## config.mk

```make
export PLATFORM = sky130hd
export DESIGN_NAME = hazard_forward_ctrl
export DESIGN_NICKNAME = d
export VERILOG_FILES = /design/src/rtl/hazard_forward_ctrl.sv
export SDC_FILE = /design/constraint.sdc
export NUM_CORES = 1
export LEC_CHECK = 0
export BUFFER_PORTS_ARGS = -buffer_cell sky130_fd_sc_hd__buf_2
export CORE_UTILIZATION = 50
export DETAILED_ROUTE_END_ITERATION = 10
export PLACE_DENSITY = 0.83
export RECOVER_POWER = 25
export SKIP_LAST_GASP = 1
export SLEW_MARGIN = 20
export SYNTH_ARGS = -nofsm -noshare
export SYNTH_HDL_FRONTEND = slang
export SYNTH_SLANG_ARGS = --single-unit
export TNS_END_PERCENT = 30
```

## constraint.sdc

```tcl
create_clock -name Clk -period 5.2 [get_ports Clk]
set_input_delay 0.26 -clock Clk [delete_from_list [all_inputs] [get_ports Clk]]
set_output_delay 0.26 -clock Clk [all_outputs]
set_load 0.05 [all_outputs]
```

## src/rtl/hazard_forward_ctrl.sv

```systemverilog
// Operand forwarding selects plus load-use / memory-wait stall control for a 5-stage pipeline.
// Zero-cycle combinational selects and stall/bubble/freeze; stall_cnt is registered and saturates.
module hazard_forward_ctrl #(
   parameter int RW         = 5,
   parameter int CNT_W      = 16,
   parameter int LU_BUBBLES = 1
) (
   input  logic             Clk,
   input  logic             Rst,
   input  logic             id_valid,
   input  logic [RW-1:0]    id_rs,
   input  logic [RW-1:0]    id_rt,
   input  logic             id_rt_used,
   input  logic [RW-1:0]    ex_rs,
   input  logic [RW-1:0]    ex_rt,
   input  logic             ex_rt_used,
   input  logic             ex_regwrite,
   input  logic             ex_is_load,
   input  logic [RW-1:0]    ex_rd,
   input  logic             mem_regwrite,
   input  logic             mem_is_load,
   input  logic             mem_ready,
   input  logic [RW-1:0]    mem_rd,
   input  logic             wb_regwrite,
   input  logic [RW-1:0]    wb_rd,
   input  logic             stat_clr,
   output logic [1:0]       fwd_a,
   output logic [1:0]       fwd_b,
   output logic             fwd_id_rs,
   output logic             fwd_id_rt,
   output logic             stall,
   output logic             bubble,
   output logic             freeze,
   output logic [CNT_W-1:0] stall_cnt
);

   typedef enum logic {RUN, LU} state_t;

   localparam logic [2:0] LU_INIT = 3'(LU_BUBBLES - 1);

   state_t     state;
   logic [2:0] cnt;
   logic       mem_fwd_ok;
   logic       wb_fwd_ok;
   logic       mwait;
   logic       lu_hit;
   logic       in_lu;

   assign mem_fwd_ok = mem_regwrite && (mem_rd != '0);
   assign wb_fwd_ok  = wb_regwrite && (wb_rd != '0);

   // MEM is younger than WB, so its result takes priority on a double match
   always_comb begin
      fwd_a = 2'd0;
      if (mem_fwd_ok && (mem_rd == ex_rs))
         fwd_a = 2'd1;
      else if (wb_fwd_ok && (wb_rd == ex_rs))
         fwd_a = 2'd2;

      fwd_b = 2'd0;
      if (ex_rt_used) begin
         if (mem_fwd_ok && (mem_rd == ex_rt))
            fwd_b = 2'd1;
         else if (wb_fwd_ok && (wb_rd == ex_rt))
            fwd_b = 2'd2;
      end
   end

   assign fwd_id_rs = wb_fwd_ok && (wb_rd == id_rs);
   assign fwd_id_rt = wb_fwd_ok && id_rt_used && (wb_rd == id_rt);

   assign mwait  = mem_is_load && !mem_ready;
   assign lu_hit = id_valid && ex_is_load && ex_regwrite && (ex_rd != '0) &&
                   ((ex_rd == id_rs) || (id_rt_used && (ex_rd == id_rt)));
   assign in_lu  = (state == LU);

   // Freeze overrides bubble; lu_hit is only looked at from RUN
   assign freeze = Rst && mwait;
   assign bubble = Rst && !mwait && (in_lu || lu_hit);
   assign stall  = Rst && (mwait || in_lu || lu_hit);

   always_ff @(posedge Clk or negedge Rst) begin
      if (!Rst) begin
         state <= RUN;
         cnt   <= 3'd0;
      end else if (!mwait) begin
         case (state)
            RUN: begin
               if (lu_hit && (LU_BUBBLES > 1)) begin
                  state <= LU;
                  cnt   <= LU_INIT;
               end
            end
            LU: begin
               cnt <= cnt - 3'd1;
               if (cnt == 3'd1)
                  state <= RUN;
            end
            default: begin
               state <= RUN;
               cnt   <= 3'd0;
            end
         endcase
      end
   end

   always_ff @(posedge Clk or negedge Rst) begin
      if (!Rst)
         stall_cnt <= '0;
      else if (stat_clr)
         stall_cnt <= '0;
      else if (stall && !(&stall_cnt))
         stall_cnt <= stall_cnt + 1'b1;
   end

endmodule
```

Yosys cells after proc, flatten, opt, wreduce, memory -nomap -nowiden. Cells that the tools add are included.

Bits in latches: 0. Register bits after elaboration: 20. Memories: 0. ROM bits: 0. Logic and storage cells: 57. Input bits: 47. RAM bits: 0. Output and inout port bits: 25.

Bitwise gates (word level): 1. Equality and inequality tests: 9. Order comparisons: 0. Muxes and demuxes: 9. Reduce and logical (&&, ||, !) cells: 33. Shift-type cells: 0. Div/mod/pow operators: 0. $mul: 0. Add/sub/neg operators: 2.

Operators by type and width (number): $eq A5 B5 Y1 (8); $mux W16 (2); $logic_and A1 B1 Y1 (20); $add A16 B1 Y16 const B (1); $reduce_and A16 Y1 (1); $reduce_bool A5 Y1 (3); $mux W2 (5); $logic_or A1 B1 Y1 (4); $eq A3 B1 Y1 const B (1); $logic_not A1 Y1 (3); $sub A3 B1 Y3 const B (1); $mux W1 (2); $reduce_and A2 Y1 (1); $reduce_bool A2 Y1 (1); $not A1 Y1 (1).

Depth between registers and ports, before layout. Gate-level depths: netlist of run 1.

Depth after elaboration: 9. Mapped depth: 8. Depth with buffers taken out: 7.

Worst setup path before layout of run 1. No wires, ideal clock.

Kind: in2out. Start: in mem_rd[1]. End: out fwd_a[1]. Stages: 4. Data arrival time: 2.837 ns. Setup slack: 2.103 ns. Required time: 4.940 ns. Path buffers: 0. Cell sequence: or4_1 -> o21ai_0 -> nor4_1 -> nor4_1.

Cells in the longest elaborated chain, start to end: 4.

Ends and longest elaborated chain: start, declared (line 23) `input logic [RW-1:0] mem_rd,`; $reduce_bool A5 Y1 (line 49) `assign mem_fwd_ok = mem_regwrite && (mem_rd != '0);`; $logic_and A1 B1 Y1 (line 49); $logic_and A1 B1 Y1 (*) (line 55) `if (mem_fwd_ok && (mem_rd == ex_rs))`; $mux W2 (*) (line 55); end, declared (line 27) `output logic [1:0] fwd_a,`.

Mark *: on every way between the ends. The rest lies on a longest branch, timed or not.

Worst setup path in the final report of run 1.
Start: in Rst. End: reg stall_cnt[13].

Cells in the longest elaborated chain, start to end: 3.

Ends and longest elaborated chain: start, declared (line 9) `input logic Rst,`; $logic_and A1 B1 Y1 (line 80) `assign stall = Rst && (mwait || in_lu || lu_hit);`; $logic_and A1 B1 Y1 (line 112) `else if (stall && !(&stall_cnt))`; $reduce_bool A2 Y1 (no source line); end signal, assigned (line 113) `stall_cnt <= stall_cnt + 1'b1;`; end, declared (line 34) `output logic [CNT_W-1:0] stall_cnt`.

No other way between the ends. A chain may end at the register's enable or synchronous reset.

==> flow_summary.toml, run 1 <==
[outcome]
outcome = "completed"

[route]
drt_iter0_drc = 72
postRouteWirelength_um = 3730
viasPerCell = 5.322
ant_nets = 0
vias = 1618
drc = 0
avgRoutedWirePerCell_um = 12.27
dr.pass1.iters = 4

[timing]
finalSetupTns_ps = 0
drv_slew = 0
tightest_slew_ps = 1091
layout_setup_ws_ps = 2317
max_freq_mhz = 346.9
hold_slack_ps = 332.8
timing.max_slew.rel_slack_pct = 27.29
fin_crit_ps = 2883
finalCritPeriodShare_pct = 55.43
grt_setup_unrepaired = "no"
hold_viol_final = 0
setup_violations = 0
clock_skew_ps = 3.309

[placed_design]
hpwlAfterDp_um = 3053
place_inst = 300
globalplace.congestion = 0.8527
port_buffers = 71
detailedPlace.worstSlack_ps = 2982
postPlaceCellArea_um2 = 2036

[cells_and_area]
insertedDiodeCount = 0
n_fill_cell = 294
nNetsFinal = 312
fin_cells = 304
area_growth_pct = 24.02
utilization_pct = 66.61
drive_gt1_share_pct = 31.54
final_cell_area_um2 = 2067

[setup_path]
critPathRequiredTime_ps = 5390
start_kind = "primary input"
r2r_setup_slack_ps = 2990
crit_chain = "dlygate4sd3_1 -> clkbuf_1 -> inv_1 -> a221oi_4 -> nand2_4 -> nor4_1 -> mux2_2"
slowest_delay_ps = 810
worstSetupEndpointType = "flop"
worstPathMaxFanout = 21
cp_slowest_cell = "clkbuf_1"
criticalPathCategory = "primary input to flop"
cp.arrival_ps = 3080

[global_route]
antenna_found_initial = 0
grt_max_degree = 22
track_usage_pct = 22.76
grt_pass1_wl_um = 6196
first_global_vias = 1412
grt_overflow = 0

[yosys]
synthDistinctLibCells = 34
ys_warn_count = 0
ys.flop_type = "dfrtp_1"
async_reset_ff_share_pct = 100.0
synth_area_leaders = "dfrtp_1 30%, xor2_1 15%, xnor2_1 10%, nand3_1 4.5%, or4_1 3.6%"
mappedNetlistNets = 243
syn-instance-count = 193
synth_top_area_share_pct = 30.03
synth_common_cells = "28 x xor2_1, 20 x dfrtp_1, 19 x xnor2_1, 15 x nand3_1, 13 x nor2_1"
synth_top_cell_by_area = "dfrtp_1"
synth_most_common_cell = "xor2_1"
avgSynthCellArea_um2 = 8.635
syn-cell-area_um2 = 1667
synth_edf_count = 0
synth_seq_cells = 20
ys_seq_area_share_pct = 30.03

[job]
max-cap-violations = 0

[floorplanning]
dieArea_um2 = 3568
rows = 20
die_w_um = 59.74
core_um2 = 3103
initial_core_util_pct = 53.71
die_y_um = 59.74
io_pins = 72

[power]
powerDensity_nw_per_um2 = 149.9
total_power_mw = 0.3099
leakagePower_nw = 0.9588
vdd_drop_max_uv = 161.5

[clock_tree]
post_cts_buffers = 0
clk_pin_slew_ps = 100
root_buffer = "clkbuf_4"
h-tree-depth = 1
cts_buffers = 3
cts_tree = "built"
insertion_delay_ps = 300
clock-sinks = 20
clockBufferDepth = 2

[min_path]
min_path_type = "primary input to flop"
## layout by cell type (no fill, tap or decap), drive strengths merged
cell | netlist | layout
buf | 2 | 70
xor2 | 28 | 28
dfrtp | 20 | 20
xnor2 | 19 | 19
nand3 | 15 | 15
nor2 | 13 | 13
nand2 | 11 | 11
nor4 | 9 | 9
or4 | 8 | 8
a21oi | 8 | 8
inv | 7 | 7
o21ai | 7 | 7
nor3 | 6 | 6
nor2b | 4 | 4
clkbuf | 6 | 4
and2 | 3 | 3
o31ai | 3 | 3
or3 | 3 | 3
ha | 3 | 3
and3 | 3 | 3
nand4 | 2 | 2
nand2b | 2 | 2
or2 | 2 | 2
mux2 | 2 | 2
a22oi | 1 | 1
o2111ai | 1 | 1
a221o | 1 | 1
a221oi | 1 | 1
mux2i | 1 | 1
o31a | 1 | 1
nand3b | 1 | 1
dlygate4sd3 | 0 | 1
## repair_timing
item / 4_1_cts / 5_1_grt
hold buffers: 1 / 0
hold endpoints to repair: 20 / 0
gates resized for setup: 0 / 0
## path summary, 6_finish.rpt
check | from | endpoint | cells past startpoint
max | Rst | stall_cnt[13] | 7
max in group asynchronous | Rst | cnt[0] | 2
min reg2reg | cnt[1] | cnt[1] | 2
max reg2reg | stall_cnt[0] | stall_cnt[13] | 7
min in group asynchronous | Rst | stall_cnt[3] | 2
min | stat_clr | stall_cnt[14] | 2
## per-layer routing
layer / vias up / global-route usage (%) / routed length, um
met5: - / 0 / 0
met1: 748 / 30.33 / 1675
met4: 0 / 3.987 / 44
met3: 6 / 4.762 / 222
li1: 811 / - / -
met2: 53 / 38.41 / 1788
## sequential cells by signal (all words and copies together), names as in the netlist
signal,count
in_lu,1
cnt,3
stall_cnt,16
## cells by family after synthesis
group	after synthesis	share of synthesized area, %
xor+xnor	47	24.70
fa+ha+maj	3	2.252
buf+inv	15	4.054
mux	3	1.952
flops	20	30.03
compound gates	23	9.985
simple gates	82	27.03
## power by group
group          switching [mW]  internal (mW)
sequential           0.000520          0.156
combinational          0.0460         0.0359
clock                  0.0447         0.0270
## worst max-delay path, delay by kind of cell
| family | cells | cell delay, ps |
|---|---|---|
| compound gates | 1 | 390 |
| buf+inv | 3 | 1590 |
| mux | 1 | 370 |
| simple gates | 2 | 460 |
## layout make-up
class                      count  area, um2  area share [%]
clock buffer                   3      22.52           1.090
timing repair buffer          72      364.1           17.62
inverter                       7      26.28           1.271
tap                           44      55.05           2.663
multi-input combinational    158       1099           53.15
sequential                    20      500.5           24.21
(Power assumes the default switching activity.)
==> run 2: changes to the inputs <==
--- a/config.mk
+++ b/config.mk
@@ -6,9 +6,9 @@
 export NUM_CORES = 1
 export LEC_CHECK = 0
 export BUFFER_PORTS_ARGS = -buffer_cell sky130_fd_sc_hd__buf_2
-export CORE_UTILIZATION = 50
+export CORE_UTILIZATION = 48
 export DETAILED_ROUTE_END_ITERATION = 10
-export PLACE_DENSITY = 0.83
+export PLACE_DENSITY = 0.81
 export RECOVER_POWER = 25
 export SKIP_LAST_GASP = 1
 export SLEW_MARGIN = 20
==> constraint.sdc (replaced) <==
create_clock -name Clk -period 3 [get_ports Clk]
set_input_delay 0.15 -clock Clk [delete_from_list [all_inputs] [get_ports Clk]]
set_output_delay 0.15 -clock Clk [all_outputs]
set_load 0.05 [all_outputs]
==> run 2 against run 1 <==
  * Non-clock buffer count grew 1
  * Total power rose by 110%
  * Worst setup slack got worse by 1600 ps
  * First-iteration DRC count decreased by 22%
  * Via count grew 0.19%
  * Sequential share of layout area is 0.42 points lower
==> flow_summary.toml, run 2 (same netlist as run 1, synthesis figures left out) <==
[outcome]
outcome = "completed"

[timing]
hold_slack_ps = 209.6
hold_viol_final = 0
clock_skew_ps = 6.715
setup_violations = 0
max_freq_mhz = 447.4
grt_setup_unrepaired = "no"
finalSetupTns_ps = 0
finalCritPeriodShare_pct = 74.50
timing.max_slew.rel_slack_pct = 28.85
drv_slew = 0
tightest_slew_ps = 1067
fin_crit_ps = 2235

[route]
postRouteWirelength_um = 3986
drt_iter0_drc = 56
viasPerCell = 5.263
ant_nets = 0
drc = 0
vias = 1621
dr.pass1.iters = 4
avgRoutedWirePerCell_um = 12.94

[placed_design]
globalplace.congestion = 0.8543
place_inst = 303
port_buffers = 71
hpwlAfterDp_um = 3200
postPlaceCellArea_um2 = 2046

[setup_path]
criticalPathCategory = "flop to flop"
critPathRequiredTime_ps = 3210
worstSetupEndpointType = "flop"
cp.arrival_ps = 2440
start_kind = "flop"
worstPathMaxFanout = 16

[clock_tree]
post_cts_buffers = 0
insertion_delay_ps = 310
clockBufferDepth = 2
ctsResizeCount = 0
clock-sinks = 20
cts_tree = "built"
clk_pin_slew_ps = 120
h-tree-depth = 1
cts_buffers = 3
root_buffer = "clkbuf_4"

[cells_and_area]
drive_gt1_share_pct = 31.68
area_growth_pct = 26.20
final_cell_mix = "70 x buf_2, 28 x xor2_1, 20 x dfrtp_1"
fin_cells = 308
insertedDiodeCount = 0
nNetsFinal = 313
n_fill_cell = 300
final_cell_area_um2 = 2103
top_register = "stall_cnt"
multi_input_area_um2 = 1099
largest_reg_flops = 16
final_common_cell = "buf_2"
seq_area_um2 = 500.5

[global_route]
grt_overflow = 0
track_usage_pct = 22.25
antenna_found_initial = 0
grt_max_degree = 21
grt_pass1_wl_um = 6203
first_global_vias = 1456

[job]
max-cap-violations = 0

[floorplanning]
die_w_um = 60.93
rows = 21
initial_core_util_pct = 49.94
die_y_um = 60.93
dieArea_um2 = 3712
core_um2 = 3337
io_pins = 72

[power]
powerDensity_nw_per_um2 = 304.3
power.switching_mw = 0.1724
leakagePower_nw = 0.9741
p_seq_share_pct = 42.3
swShare_pct = 26.93
power_frac_clock_pct = 35.0
p_int_mw = 0.4677
total_power_mw = 0.6401
combPwrFrac_pct = 22.7
vdd_drop_max_uv = 204.1

[min_path]
min_path_type = "primary input to flop"
==> run 2: routing by layer <==
layer	track usage, %	routed length (um)	share of wire, %	up-vias
li1	-	-	-	819
met1	28.12	1812	45	742
met2	39.25	1902	48	52
met3	2.559	216	5.4	8
met4	7.792	55	1.4	0
met5	0	0	0	-
==> run 2: final cells by class <==
class,count,area share [%]
multi-input combinational,158,52.23
inverter,7,1.249
clock buffer,3,1.071
timing repair buffer,73,17.49
tap,46,2.736
clock inverter,1,1.428
sequential,20,23.80
==> run 2: worst max-delay path, stage by stage, from the launching register on <==
cell      delay (ps)
dfrtp_1          470
ha_1             270
nand2_1           80
nor4_1            80
a221oi_4         410
nand2_4          180
nor4_1           280
mux2_2           370
==> run 2: worst paths after layout <==
path,start,endpoint,slack [ps],cells past startpoint
max in group asynchronous,Rst,cnt[1],1690,3
max,stall_cnt[0],stall_cnt[13],770,7
min in group asynchronous,Rst,stall_cnt[7],670,3
min,stat_clr,stall_cnt[2],210,2
min reg2reg,cnt[1],cnt[1],500,2
max reg2reg,stall_cnt[0],stall_cnt[13],770,7
==> run 2: what timing repair did <==
action,4_1_cts,5_1_grt
setup endpoints to repair,0,0
hold buffers,1,0
endpoints found under the hold margin,20,0
==> run 2: power by group through the flow <==
stage | clock network, mW | logic (mW) | registers (mW)
2_1_floorplan | 0 | 0.0820 | 0.278
3_3_place_gp | 0 | 0.143 | 0.276
3_5_place_dp | 0 | 0.145 | 0.276
4_1_cts | 0.228 | 0.147 | 0.271
5_1_grt | 0.239 | 0.159 | 0.271
6_report | 0.224 | 0.145 | 0.271
==> run 2: stage by stage <==
step	util [%]	setup WS, ps
floorplan	-	122.9
finish	63.03	765.0
global route	63.03	684.7
detailed placement	61.30	803.1
global placement	61.30	845.5
CTS	63.18	779.1
==> run 3: changes to the inputs <==
--- a/config.mk
+++ b/config.mk
@@ -6,9 +6,9 @@
 export NUM_CORES = 1
 export LEC_CHECK = 0
 export BUFFER_PORTS_ARGS = -buffer_cell sky130_fd_sc_hd__buf_2
-export CORE_UTILIZATION = 48
+export CORE_UTILIZATION = 43
 export DETAILED_ROUTE_END_ITERATION = 10
-export PLACE_DENSITY = 0.81
+export PLACE_DENSITY = 0.76
 export RECOVER_POWER = 25
 export SKIP_LAST_GASP = 1
 export SLEW_MARGIN = 20
==> constraint.sdc (replaced) <==
create_clock -name Clk -period 2 [get_ports Clk]
set_input_delay 0.1 -clock Clk [delete_from_list [all_inputs] [get_ports Clk]]
set_output_delay 0.1 -clock Clk [all_outputs]
set_load 0.05 [all_outputs]
==> run 3 against run 2 <==
  * Sequential cell count unchanged
  * Clock power increased by 79%
  * Final cell count increased by 4.9%
  * Worst hold slack improved by 11 ps
  * Total power increased by 63%
  * Routed wire length increased by 11%
  * Die area increased by 11%
  * Sequential power increased by 50%
  * Non-clock buffer count increased by 12
  * Core utilization decreased by 1.1 points
==> flow_summary.toml, run 3 (same netlist as run 1, synthesis figures left out) <==
[outcome]
outcome = "completed"

[timing]
setup_violations = 0
fin_crit_ps = 1957
finalCritPeriodShare_pct = 97.84
drv_slew = 0
timing.max_slew.rel_slack_pct = 28.93
clock_skew_ps = 5.937
max_freq_mhz = 511.0
hold_viol_final = 0
tightest_slew_ps = 1066
grt_setup_unrepaired = "yes"

[cells_and_area]
nNetsFinal = 326
top_register = "stall_cnt"
drive_gt1_share_pct = 41.09
area_growth_pct = 37.16
insertedDiodeCount = 0
largest_reg_flops = 16
final_common_cell = "buf_2"
final_cell_area_um2 = 2286
fin_cells = 323
final_cell_mix = "71 x buf_2, 28 x xor2_1, 19 x xnor2_1"

[route]
avgRoutedWirePerCell_um = 13.68
drc = 0
dr.pass1.iters = 4
drt_iter0_drc = 67
vias = 1669
ant_nets = 0
postRouteWirelength_um = 4418
viasPerCell = 5.167

[setup_path]
start_kind = "flop"
worstSetupEndpointType = "flop"
criticalPathCategory = "flop to flop"
critPathRequiredTime_ps = 2150
cp.arrival_ps = 2110
worstPathMaxFanout = 7
crit_start = "stall_cnt[13]"
r2r_start = "stall_cnt[13]"

[global_route]
grt_overflow = 0
grt_max_degree = 21
grt_pass1_wl_um = 7210
track_usage_pct = 22.07
first_global_vias = 1581
antenna_found_initial = 0

[clock_tree]
clockBufferDepth = 2
insertion_delay_ps = 260
cts_tree = "built"
clock-sinks = 20
root_buffer = "clkbuf_8"
clk_pin_slew_ps = 80
cts_buffers = 3
h-tree-depth = 1

[floorplanning]
dieArea_um2 = 4129
rows = 22
io_pins = 72
die_w_um = 64.26
initial_core_util_pct = 45.18
core_um2 = 3689
die_y_um = 64.26

[min_path]
min_path_type = "primary input to flop"
min_from = "stat_clr"

[job]
max-cap-violations = 0

[power]
powerDensity_nw_per_um2 = 456.8
vdd_drop_max_uv = 394.1
total_power_mw = 1.044
leakagePower_nw = 1.032

[placed_design]
hpwlAfterDp_um = 3520
globalplace.congestion = 0.8744
port_buffers = 71
place_inst = 315
postPlaceCellArea_um2 = 2176
[run 3: cell types whose count changed in the layout (fill, tap and decap cells not counted), moves of 3 or more]
cell / delta
nor4_1: -6
clkbuf_4: -3
clkbuf_8: +3
dfrtp_1: -6
nor4_2: +6
buf_4: +11
dfrtp_2: +6
[run 3: routing by layer]
metal  share of wire [%]  global-route usage (%)  vias up
met3                 4.6                   3.750        2
met5                   0                       0        -
li1                    -                       -      838
met4                0.57                   5.000        0
met1                  47                   29.35      783
met2                  48                   37.11       46
[run 3: layout make-up]
cell class	count	area, um2
Timing Repair Buffer	85	462.9
Sequential cell	20	508.0
Fill cell	344	1403
Multi-Input combinational cell	159	1157
Clock buffer	3	41.29
Inverter	7	26.28
Tap cell	48	60.06
Clock inverter	1	30.03
[run 3: worst max-delay path: stages (launching register included)]
cell	delay [ps]
dfrtp_2	420
and3_4	180
and3_4	180
a221oi_4	330
nand2_4	130
nor4_2	250
mux2_2	360
[run 3: repair_timing]
item | CTS | global route
setup endpoints to repair | 0 | 5
hold buffers | 1 | 0
hold endpoints to repair | 20 | 0
resized for setup | 0 | 3
buffers inserted | 0 | 2
[run 3: final timing paths]
kind / to / slack (ps) / cells past startpoint
max reg2reg: stall_cnt[13] / 40 / 6
max: stall_cnt[13] / 40 / 6
max in group asynchronous: stall_cnt[0] / 620 / 3
min reg2reg: cnt[1] / 490 / 2
min: stall_cnt[11] / 220 / 2
min in group asynchronous: stall_cnt[15] / 660 / 3
[run 3: per-stage QoR]
| step | setup slack, ps | hold slack (ps) | util [%] | TNS [ps] |
|---|---|---|---|---|
| after floorplan | -150.2 | -195.6 | - | -692.3 |
| after detailed placement | 50.93 | 91.82 | 58.99 | 0 |
| after global routing | -37.65 | 244.5 | 61.97 | -157.9 |
| final | 43.22 | 220.9 | 61.97 | 0 |
| after global placement | 99.10 | 100.8 | 58.99 | 0 |
| after CTS | 26.90 | 205.9 | 61.19 | 0 |
[run 3: where the power goes]
| part | internal (mW) | switching [mW] |
|---|---|---|
| combinational | 0.104 | 0.133 |
| sequential | 0.405 | 0.000649 |
| clock | 0.267 | 0.135 |
